File: src/rtl/mem_arbiter_if.sv
// mem_arbiter_if: requester-side and memory-side signals of the CHIP-8 memory arbiter.
// Latency: n/a (wiring only). Backpressure: requesters hold req until ack; memory paces reads via mem_read_ack.
// Ports: req/we/addrN/wdataN in, ack/rdata/busy/grant_id out; mem_read*/mem_write* to memory, mem_read_data/ack back.
`timescale 1ns/1ps
interface mem_arbiter_if #(
  parameter int ADDR_WIDTH = 12,
  parameter int DATA_WIDTH = 8
);
  logic [2:0]            req;
  logic [2:0]            we;
  logic [ADDR_WIDTH-1:0] addr0;
  logic [ADDR_WIDTH-1:0] addr1;
  logic [ADDR_WIDTH-1:0] addr2;
  logic [DATA_WIDTH-1:0] wdata0;
  logic [DATA_WIDTH-1:0] wdata1;
  logic [DATA_WIDTH-1:0] wdata2;
  logic [2:0]            ack;
  logic [DATA_WIDTH-1:0] rdata;
  logic                  busy;
  logic [1:0]            grant_id;
  logic                  mem_read;
  logic [ADDR_WIDTH-1:0] mem_read_addr;
  logic [DATA_WIDTH-1:0] mem_read_data;
  logic                  mem_read_ack;
  logic                  mem_write;
  logic [ADDR_WIDTH-1:0] mem_write_addr;
  logic [DATA_WIDTH-1:0] mem_write_data;

  // Requesters plus memory: drive requests and memory responses.
  modport master (
    output req, we, addr0, addr1, addr2, wdata0, wdata1, wdata2,
    output mem_read_data, mem_read_ack,
    input  ack, rdata, busy, grant_id,
    input  mem_read, mem_read_addr, mem_write, mem_write_addr, mem_write_data
  );

  // Arbiter side.
  modport slave (
    input  req, we, addr0, addr1, addr2, wdata0, wdata1, wdata2,
    input  mem_read_data, mem_read_ack,
    output ack, rdata, busy, grant_id,
    output mem_read, mem_read_addr, mem_write, mem_write_addr, mem_write_data
  );
endinterface

File: src/rtl/mem_arbiter.sv
// mem_arbiter: round-robin share of one CHIP-8 memory (read port + write port) among CPU, display, loader.
// Latency: write ack 2 cycles after IDLE sample, read ack 3 cycles plus memory stall; one transaction in flight.
// Backpressure: requesters hold req until their one-cycle ack; reads wait indefinitely for mem_read_ack.
// Ports: clk, reset (sync, active-high), bus (mem_arbiter_if.slave) carrying requester and memory signals.
`timescale 1ns/1ps
module mem_arbiter #(
  parameter int ADDR_WIDTH = 12,
  parameter int DATA_WIDTH = 8
) (
  input logic         clk,
  input logic         reset,
  mem_arbiter_if.slave bus
);

  typedef enum logic [1:0] {IDLE, ISSUE, WAIT, DONE} state_t;

  state_t                r_state;
  logic [1:0]            r_grant_id;
  logic                  r_we;
  logic [2:0]            r_ack;
  logic [DATA_WIDTH-1:0] r_rdata;
  logic                  r_busy;
  logic                  r_mem_read;
  logic [ADDR_WIDTH-1:0] r_mem_read_addr;
  logic                  r_mem_write;
  logic [ADDR_WIDTH-1:0] r_mem_write_addr;
  logic [DATA_WIDTH-1:0] r_mem_write_data;

  logic                  w_any;
  logic [1:0]            w_winner;
  logic                  w_we;
  logic [ADDR_WIDTH-1:0] w_addr;
  logic [DATA_WIDTH-1:0] w_wdata;

  // Round-robin pick: search begins one past the last grant, wrapping at 3.
  always_comb begin
    w_any    = |bus.req;
    w_winner = r_grant_id;
    case (r_grant_id)
      2'd0: begin
        if      (bus.req[1]) w_winner = 2'd1;
        else if (bus.req[2]) w_winner = 2'd2;
        else if (bus.req[0]) w_winner = 2'd0;
      end
      2'd1: begin
        if      (bus.req[2]) w_winner = 2'd2;
        else if (bus.req[0]) w_winner = 2'd0;
        else if (bus.req[1]) w_winner = 2'd1;
      end
      default: begin
        if      (bus.req[0]) w_winner = 2'd0;
        else if (bus.req[1]) w_winner = 2'd1;
        else if (bus.req[2]) w_winner = 2'd2;
      end
    endcase
  end

  always_comb begin
    w_we    = bus.we[2];
    w_addr  = bus.addr2;
    w_wdata = bus.wdata2;
    case (w_winner)
      2'd0: begin
        w_we    = bus.we[0];
        w_addr  = bus.addr0;
        w_wdata = bus.wdata0;
      end
      2'd1: begin
        w_we    = bus.we[1];
        w_addr  = bus.addr1;
        w_wdata = bus.wdata1;
      end
      default: begin
        w_we    = bus.we[2];
        w_addr  = bus.addr2;
        w_wdata = bus.wdata2;
      end
    endcase
  end

  always_ff @(posedge clk) begin
    if (reset) begin
      r_state          <= IDLE;
      r_grant_id       <= 2'd2;
      r_we             <= 1'b0;
      r_ack            <= '0;
      r_rdata          <= '0;
      r_busy           <= 1'b0;
      r_mem_read       <= 1'b0;
      r_mem_read_addr  <= '0;
      r_mem_write      <= 1'b0;
      r_mem_write_addr <= '0;
      r_mem_write_data <= '0;
    end else begin
      // Strobes and ack are single-cycle pulses by default.
      r_ack       <= '0;
      r_mem_read  <= 1'b0;
      r_mem_write <= 1'b0;
      case (r_state)
        IDLE: begin
          if (w_any) begin
            // Strobe is loaded here so it is visible exactly during ISSUE.
            r_grant_id <= w_winner;
            r_we       <= w_we;
            if (w_we) begin
              r_mem_write      <= 1'b1;
              r_mem_write_addr <= w_addr;
              r_mem_write_data <= w_wdata;
            end else begin
              r_mem_read      <= 1'b1;
              r_mem_read_addr <= w_addr;
            end
            r_busy  <= 1'b1;
            r_state <= ISSUE;
          end
        end
        ISSUE: begin
          if (r_we) begin
            r_ack   <= 3'b001 << r_grant_id;
            r_state <= DONE;
          end else begin
            r_state <= WAIT;
          end
        end
        WAIT: begin
          if (bus.mem_read_ack) begin
            r_rdata <= bus.mem_read_data;
            r_ack   <= 3'b001 << r_grant_id;
            r_state <= DONE;
          end
        end
        // Requests are deliberately not sampled here, so a requester still
        // holding req right after its ack is not served twice.
        default: begin
          r_busy  <= 1'b0;
          r_state <= IDLE;
        end
      endcase
    end
  end

  assign bus.ack            = r_ack;
  assign bus.rdata          = r_rdata;
  assign bus.busy           = r_busy;
  assign bus.grant_id       = r_grant_id;
  assign bus.mem_read       = r_mem_read;
  assign bus.mem_read_addr  = r_mem_read_addr;
  assign bus.mem_write      = r_mem_write;
  assign bus.mem_write_addr = r_mem_write_addr;
  assign bus.mem_write_data = r_mem_write_data;

endmodule
File: src/flat_wrapper.sv
// flat-port wrapper written by rule: the top's interface ports become plain ports
module mem_arbiter_flat 
#(
  parameter int ADDR_WIDTH = 12,
  parameter int DATA_WIDTH = 8
)
  (clk, reset, bus_req, bus_we, bus_addr0, bus_addr1, bus_addr2, bus_wdata0, bus_wdata1, bus_wdata2, bus_mem_read_data, bus_mem_read_ack, bus_ack, bus_rdata, bus_busy, bus_grant_id, bus_mem_read, bus_mem_read_addr, bus_mem_write, bus_mem_write_addr, bus_mem_write_data);
  mem_arbiter_if #(.ADDR_WIDTH(ADDR_WIDTH), .DATA_WIDTH(DATA_WIDTH)) bus_i ();
  input logic clk;
  input logic reset;
  input wire logic [$bits(bus_i.req)-1:0] bus_req;
  input wire logic [$bits(bus_i.we)-1:0] bus_we;
  input wire logic [$bits(bus_i.addr0)-1:0] bus_addr0;
  input wire logic [$bits(bus_i.addr1)-1:0] bus_addr1;
  input wire logic [$bits(bus_i.addr2)-1:0] bus_addr2;
  input wire logic [$bits(bus_i.wdata0)-1:0] bus_wdata0;
  input wire logic [$bits(bus_i.wdata1)-1:0] bus_wdata1;
  input wire logic [$bits(bus_i.wdata2)-1:0] bus_wdata2;
  input wire logic [$bits(bus_i.mem_read_data)-1:0] bus_mem_read_data;
  input wire logic [$bits(bus_i.mem_read_ack)-1:0] bus_mem_read_ack;
  output wire logic [$bits(bus_i.ack)-1:0] bus_ack;
  output wire logic [$bits(bus_i.rdata)-1:0] bus_rdata;
  output wire logic [$bits(bus_i.busy)-1:0] bus_busy;
  output wire logic [$bits(bus_i.grant_id)-1:0] bus_grant_id;
  output wire logic [$bits(bus_i.mem_read)-1:0] bus_mem_read;
  output wire logic [$bits(bus_i.mem_read_addr)-1:0] bus_mem_read_addr;
  output wire logic [$bits(bus_i.mem_write)-1:0] bus_mem_write;
  output wire logic [$bits(bus_i.mem_write_addr)-1:0] bus_mem_write_addr;
  output wire logic [$bits(bus_i.mem_write_data)-1:0] bus_mem_write_data;
  assign bus_i.req = bus_req;
  assign bus_i.we = bus_we;
  assign bus_i.addr0 = bus_addr0;
  assign bus_i.addr1 = bus_addr1;
  assign bus_i.addr2 = bus_addr2;
  assign bus_i.wdata0 = bus_wdata0;
  assign bus_i.wdata1 = bus_wdata1;
  assign bus_i.wdata2 = bus_wdata2;
  assign bus_i.mem_read_data = bus_mem_read_data;
  assign bus_i.mem_read_ack = bus_mem_read_ack;
  assign bus_ack = bus_i.ack;
  assign bus_rdata = bus_i.rdata;
  assign bus_busy = bus_i.busy;
  assign bus_grant_id = bus_i.grant_id;
  assign bus_mem_read = bus_i.mem_read;
  assign bus_mem_read_addr = bus_i.mem_read_addr;
  assign bus_mem_write = bus_i.mem_write;
  assign bus_mem_write_addr = bus_i.mem_write_addr;
  assign bus_mem_write_data = bus_i.mem_write_data;
  mem_arbiter #(.ADDR_WIDTH(ADDR_WIDTH), .DATA_WIDTH(DATA_WIDTH)) u_core (.clk(clk), .reset(reset), .bus(bus_i));
endmodule
File: config.mk
export PLATFORM = sky130hd
export DESIGN_NAME = mem_arbiter_flat
export DESIGN_NICKNAME = d
export VERILOG_FILES = /design/src/rtl/mem_arbiter_if.sv /design/src/rtl/mem_arbiter.sv /design/src/flat_wrapper.sv
export SDC_FILE = /design/constraint.sdc
export NUM_CORES = 1
export LEC_CHECK = 0
export BUFFER_PORTS_ARGS = -buffer_cell sky130_fd_sc_hd__buf_2
export CAP_MARGIN = 10
export CORE_ASPECT_RATIO = 1.2
export CORE_MARGIN = 2
export CORE_UTILIZATION = 41
export CTS_CLUSTER_DIAMETER = 60
export DETAILED_ROUTE_END_ITERATION = 10
export GPL_TIMING_DRIVEN = 0
export HOLD_SLACK_MARGIN = 0.03
export PLACE_DENSITY = 0.73
export SETUP_SLACK_MARGIN = 0.15
export SLEW_MARGIN = 5
export SYNTH_ARGS = -nofsm -noshare
export SYNTH_HDL_FRONTEND = slang
export SYNTH_SLANG_ARGS = --single-unit
File: constraint.sdc
create_clock -name clk -period 1.6 [get_ports clk]
set_input_delay 0.32 -clock clk [delete_from_list [all_inputs] [get_ports clk]]
set_output_delay 0.32 -clock clk [all_outputs]
set_load 0.05 [all_outputs]
After elaboration in Yosys (flattened, before gate mapping):

Index checks and enable logic that the tools add are counted.

* register bits after elaboration: 51
* input bits: 77
* output and inout port bits: 48

* equal/unequal tests: 6
* shifts and indexed selects: 1
* mux-type cells: 24
* bitwise gates (word level): 4
* reduce and logical (&&, ||, !) cells: 12

Operators with widths (number)
* one-hot mux 12 bit (2 select lines): 1
* two-way mux 2 bit: 11
* one-hot mux 8 bit (2 select lines): 1
* AND reduction 2 bit: 4
* == test 2 x 1 -> 1 bit (second input constant): 3
* zero test 2 bit: 3
* two-way mux 3 bit: 2
* one-hot mux 2 bit (3 select lines): 1
* one-hot mux 3 bit (2 select lines): 1
* AND reduction 3 bit: 2
* OR reduction 3 bit: 2
* two-way mux 1 bit: 4
* NOT 1 bit: 4
* one-hot mux 1 bit (2 select lines): 2
* one-hot mux 2 bit (2 select lines): 1
* << shifter 1 x 2 -> 3 bit (first input constant): 1
* == test 2 bit (second input constant): 1
* inequality test 2 x 1 -> 1 bit (second input constant): 1
* inequality test 2 bit (second input constant): 1
* OR reduction 2 bit: 1

Logic depth before layout (Yosys ltp):

* depth in word-level cells: 8
* mapped depth: 7
* gate-level depth less buffers: 7

Worst setup path after synthesis:

No wires, ideal clock.

* path type: reg2reg
* start: register u_core.r_grant_id[1], in the netlist u_core.bus.grant_id[1]
* end: register u_core.r_mem_read_addr[6], in the netlist u_core.bus.mem_read_addr[6]
* setup time: 117 ps
* data arrival time: 2066 ps
* path slack: -583 ps
* cell stages (with the launch flop): 8
* path buffers: 2
* period minus slack after synthesis: 2183 ps
* cells stage by stage: dfxtp_1 -> buf_6 -> nand2_1 -> a31o_1 -> a221oi_4 -> a21oi_1 -> buf_2 -> a22o_1

* word-level cells in the longest chain between the ends: 8
* elaborated cells on any way between the ends: 18
* those cells by class: 2 x eq/ne; 12 x mux; 1 x bitwise; 3 x reduce/logical

RTL lines
* start, declared: RTL line mem_arbiter.sv:18 `logic [1:0] r_grant_id;`
* start signal, assigned: RTL line mem_arbiter.sv:103 `r_grant_id <= w_winner;`
* two-way mux 2 bit, on equally long branches: RTL line mem_arbiter.sv:53, mem_arbiter.sv:43, mem_arbiter.sv:48
* two-way mux 2 bit, on equally long branches: RTL line mem_arbiter.sv:52, mem_arbiter.sv:42, mem_arbiter.sv:47
* two-way mux 2 bit, on equally long branches: RTL line mem_arbiter.sv:51, mem_arbiter.sv:41, mem_arbiter.sv:46
* one-hot mux 2 bit (2 select lines) *: RTL line mem_arbiter.sv:39 `case (r_grant_id)`
* == test 2 x 1 -> 1 bit / zero test 2 bit (equally long branches): RTL line mem_arbiter.sv:62 `case (w_winner)`
* one-hot mux 1 bit (2 select lines): RTL line mem_arbiter.sv:62
* NOT 1 bit (no source line)
* AND reduction 3 bit (no source line)
* end signal, assigned: RTL line mem_arbiter.sv:111 `r_mem_read_addr <= w_addr;`
* end, declared: RTL line mem_arbiter.sv:24 `logic [ADDR_WIDTH-1:0] r_mem_read_addr;`

Mark *: on every way between the ends. The rest lies on a longest branch, timed or not.
A chain may end at the register's enable or synchronous reset.

Worst setup path in the final report:

* start: register u_core.r_grant_id[1], in the netlist u_core.bus.grant_id[1]
* end: register u_core.r_mem_write_data[7], in the netlist u_core.bus.mem_write_data[7]

* word-level cells in the longest chain between the ends: 7
* elaborated cells on any way between the ends: 17
* those cells by class: 2 x eq/ne; 12 x mux; 3 x reduce/logical

RTL lines
* two-way mux 2 bit, on equally long branches: RTL line mem_arbiter.sv:53, mem_arbiter.sv:43, mem_arbiter.sv:48
* two-way mux 2 bit, on equally long branches: RTL line mem_arbiter.sv:52, mem_arbiter.sv:42, mem_arbiter.sv:47
* two-way mux 2 bit, on equally long branches: RTL line mem_arbiter.sv:51, mem_arbiter.sv:41, mem_arbiter.sv:46
* one-hot mux 2 bit (2 select lines) *: RTL line mem_arbiter.sv:39
* == test 2 x 1 -> 1 bit / zero test 2 bit (equally long branches): RTL line mem_arbiter.sv:62
* one-hot mux 1 bit (2 select lines): RTL line mem_arbiter.sv:62
* AND reduction 3 bit (no source line)
* end signal, assigned: RTL line mem_arbiter.sv:108 `r_mem_write_data <= w_wdata;`
* end, declared: RTL line mem_arbiter.sv:27 `logic [DATA_WIDTH-1:0] r_mem_write_data;`

Marked as above.

==> flow_summary.ini <==
[critical_path]
r2r_start = u_core.bus.grant_id[1]$_SDFFE_PP1P_
path_max_fanout = 7
crit_path_end_kind = flop
reg2reg_to = u_core.bus.mem_write_data[7]$_SDFFE_PP0P_
arrival_ns = 2.25
critical_path_class = flop to flop
cp.required_ns = 1.85
start_kind = flop
r2r_slack_ns = -0.40
rr_worst_depth = 8

[power_and_ir_drop]
irDropWorstVdd_mv = 0.844
p_leak_uw = 0.00172
power_density_nw_per_um2 = 1840

[placement]
port_buffers = 123
place_ws_ns = -0.538
dp_hpwl_um = 5720
gp_congestion = 0.842
placed_cells = 485

[cells_and_area]
syn_to_final_growth_pct = 43.7
finalNetCount = 503
finalNonFillerCells = 506
finish.utilization_pct = 60.5
drive_above_1_share_pct = 43.7

[synthesis]
yosysTopAreaCellShare_pct = 40.4
synth.distinct_cells = 33
synthArstFlopShare_pct = 0
synth.area.top_cells = dfxtp_1 (40%), mux2i_1 (8.7%), a21oi_1 (8.5%)
yosysTopAreaCell = dfxtp_1
netlist_instances = 280
synth_nets = 361
ys_warn_count = 0
synth_edf_count = 0
synth_ff_type = dfxtp_1
yosysSeqAreaShare_pct = 40.4
netlist_area_sq_um = 2530
avgSynthCellArea_sq_um = 9.04
ys_ff_latch = 51

[global_routing]
antenna_found_initial = 1
grt_pass1_wl_um = 12000
grt_max_degree = 19
track_usage_pct = 22.4
gr-total-overflow = 0
grt_pass1_vias = 2516

[sta]
hold_viol = 0
max_freq_mhz = 501
fin_crit_sh_pct = 125
fin_skew_ns = 0.00772
drv_slew = 0
setup_tns_ns = -11.47
worst-slew-pin-transition_ns = 0.521
worst_slack_ns = -0.396
worst_hold_slack_ns = 0.247
rsz0062_at_grt = yes
slew_headroom_pct = 65.3
setup_viol = 35
fin_crit_ns = 2.00

[routing]
via_per_inst = 5.21
met3_length_um = 428
num_vias = 2634
drt-total-wl_um = 7730
wl_per_cell_um = 15.3
first_iter_violations = 110
antenna_left = 0
wl_met2_um = 3840
top_layer = met4
drcViolationCount = 0
wl_met1_um = 3250
dr.pass1.iters = 4

[clock_tree]
insertion_delay_ns = 0.31
root_buffer = clkbuf_8
cts_made_buffers = 5
h-tree-depth = 2
clkSinkCount = 51
cts_tree = done
path_clk_slew_ns = 0.10
cts.path.max_buffers = 2

[hold_path]
min-delay-start = bus_mem_read_data[1]
hp-class = input pin to flop
min_to = u_core.bus.rdata[1]$_SDFFE_PP0P_
hold_depth = 3

[floorplanning]
dieArea_sq_um = 6820
core_sq_um = 6010
ios = 125
initial_core_util_pct = 42.1
rows = 31
die_x_um = 75.7
die_h_um = 90.1

[run_status]
violations = setup timing
status = finished with violations

[run]
maxCapViolCount = 0
worst max-delay path, cell delays in order (launching register included):
cell      delay (ns)
dfxtp_4         0.37
buf_6           0.12
or3_4           0.33
a221oi_4        0.27
a221oi_4        0.10
buf_6           0.16
buf_6           0.13
a2111o_1        0.35
a21oi_2         0.11
sequential cells by signal, summed over array words and instances (netlist names), 2 cells and up:
name                       count
u_core.bus.ack                 3
u_core.bus.grant_id            2
u_core.bus.mem_read_addr      12
u_core.bus.mem_write_addr     12
u_core.bus.mem_write_data      8
u_core.bus.rdata               8
u_core.r_state                 2
cell usage in the layout (no fill, tap or decap), drive strengths merged:
| cell type | netlist | layout |
|---|---|---|
| nand3b | 1 | 1 |
| o21a | 1 | 1 |
| nor2b | 3 | 3 |
| buf | 8 | 146 |
| nor3b | 4 | 4 |
| dfxtp | 51 | 51 |
| nor2 | 32 | 32 |
| diode | 0 | 1 |
| ha | 4 | 4 |
| inv | 3 | 6 |
| nor3 | 4 | 4 |
| or3 | 1 | 1 |
| nand3 | 8 | 8 |
| a31oi | 1 | 1 |
| nand2b | 5 | 5 |
| a221oi | 2 | 2 |
| a211oi | 1 | 1 |
| a211o | 2 | 2 |
| a21o | 1 | 1 |
| nand2 | 13 | 13 |
| a22o | 11 | 11 |
| nor4b | 1 | 1 |
| a21oi | 44 | 44 |
| mux2i | 22 | 22 |
| a31o | 1 | 1 |
| a2111o | 19 | 19 |
| o21ai | 20 | 20 |
| clkbuf | 17 | 19 |
how the worst max path moves through the flow:
stage	start	to	slack [ns]	depth (start not counted)
floorplan	u_core.bus.grant_id[1]$_SDFFE_PP1P_	u_core.bus.mem_read_addr[10]$_SDFFE_PP0P_	-0.32	7
global route	u_core.bus.grant_id[1]$_SDFFE_PP1P_	u_core.bus.mem_read_addr[10]$_SDFFE_PP0P_	-0.48	7
finish	u_core.bus.grant_id[1]$_SDFFE_PP1P_	u_core.bus.mem_write_data[7]$_SDFFE_PP0P_	-0.40	8
CTS	u_core.bus.grant_id[1]$_SDFFE_PP1P_	u_core.bus.mem_write_addr[9]$_SDFFE_PP0P_	-0.34	7
global placement	bus_req[2]	u_core.bus.mem_write_addr[3]$_SDFFE_PP0P_	-0.48	7
detailed placement	bus_req[2]	u_core.bus.mem_write_addr[3]$_SDFFE_PP0P_	-0.54	7
report_power, final:
part           internal, uW  leakage, uW  total [uW]  switching (uW)
Clock                   326    0.0000495         795             470
Sequential             1640     0.000418        1850             212
Combinational          1440      0.00125        4050            2620
cell usage after synthesis, drive strengths merged (2+ instances only):
library cell  instances
a21oi                44
clkbuf               17
a2111o               19
inv                   3
nor2                 32
a221oi                2
ha                    4
nand2b                5
nor3                  4
o21ai                20
nand2                13
mux2i                22
nor3b                 4
nor2b                 3
dfxtp                51
nand3                 8
buf                   8
a211o                 2
a22o                 11
routing by layer:
metal	global-route usage, %	vias up
li1	-	1317
met1	28.2	1225
met2	36.2	75
met3	5.27	17
met4	8.33	0
met5	0	-
cell type report:
cell class                 instances  area [sq um]
tap                               82           103
sequential                        51          1030
antenna                            1          2.50
inverter                           3          11.3
fill                             558          2380
clock buffer                       5          68.8
buffer                            25           203
multi-input combinational        201          1460
clock inverter                     3          26.3
timing repair buffer             135           732
per-stage QoR:
step	area [sq um]	power, uW
6_report	3630	6700
5_1_grt	3630	7080
4_1_cts	3480	6380
3_5_place_dp	3300	5420
3_3_place_gp	3300	5380
2_1_floorplan	2580	4570
what timing repair did:
action	in CTS	in global routing
resized for setup	19	31
pin swaps	3	6
gates cloned	1	2
hold buffers	0	0
setup endpoints to repair	48	41
setup buffers	4	5
cells by family (layout without fill, tap and decap cells):
logic type | count (synthesis) | after routing | share of synthesized area, %
flip-flops | 51 | 51 | 40.4
AND/OR/NAND/NOR | 72 | 72 | 13.8
multiplexers | 22 | 22 | 8.70
other | 0 | 1 | 0
buffers and inverters | 28 | 171 | 5.59
adder cells (fa/ha/maj) | 4 | 4 | 1.98
AO/OA/AOI/OAI | 103 | 103 | 29.6
Note: power is estimated with default switching activity, not from simulation.
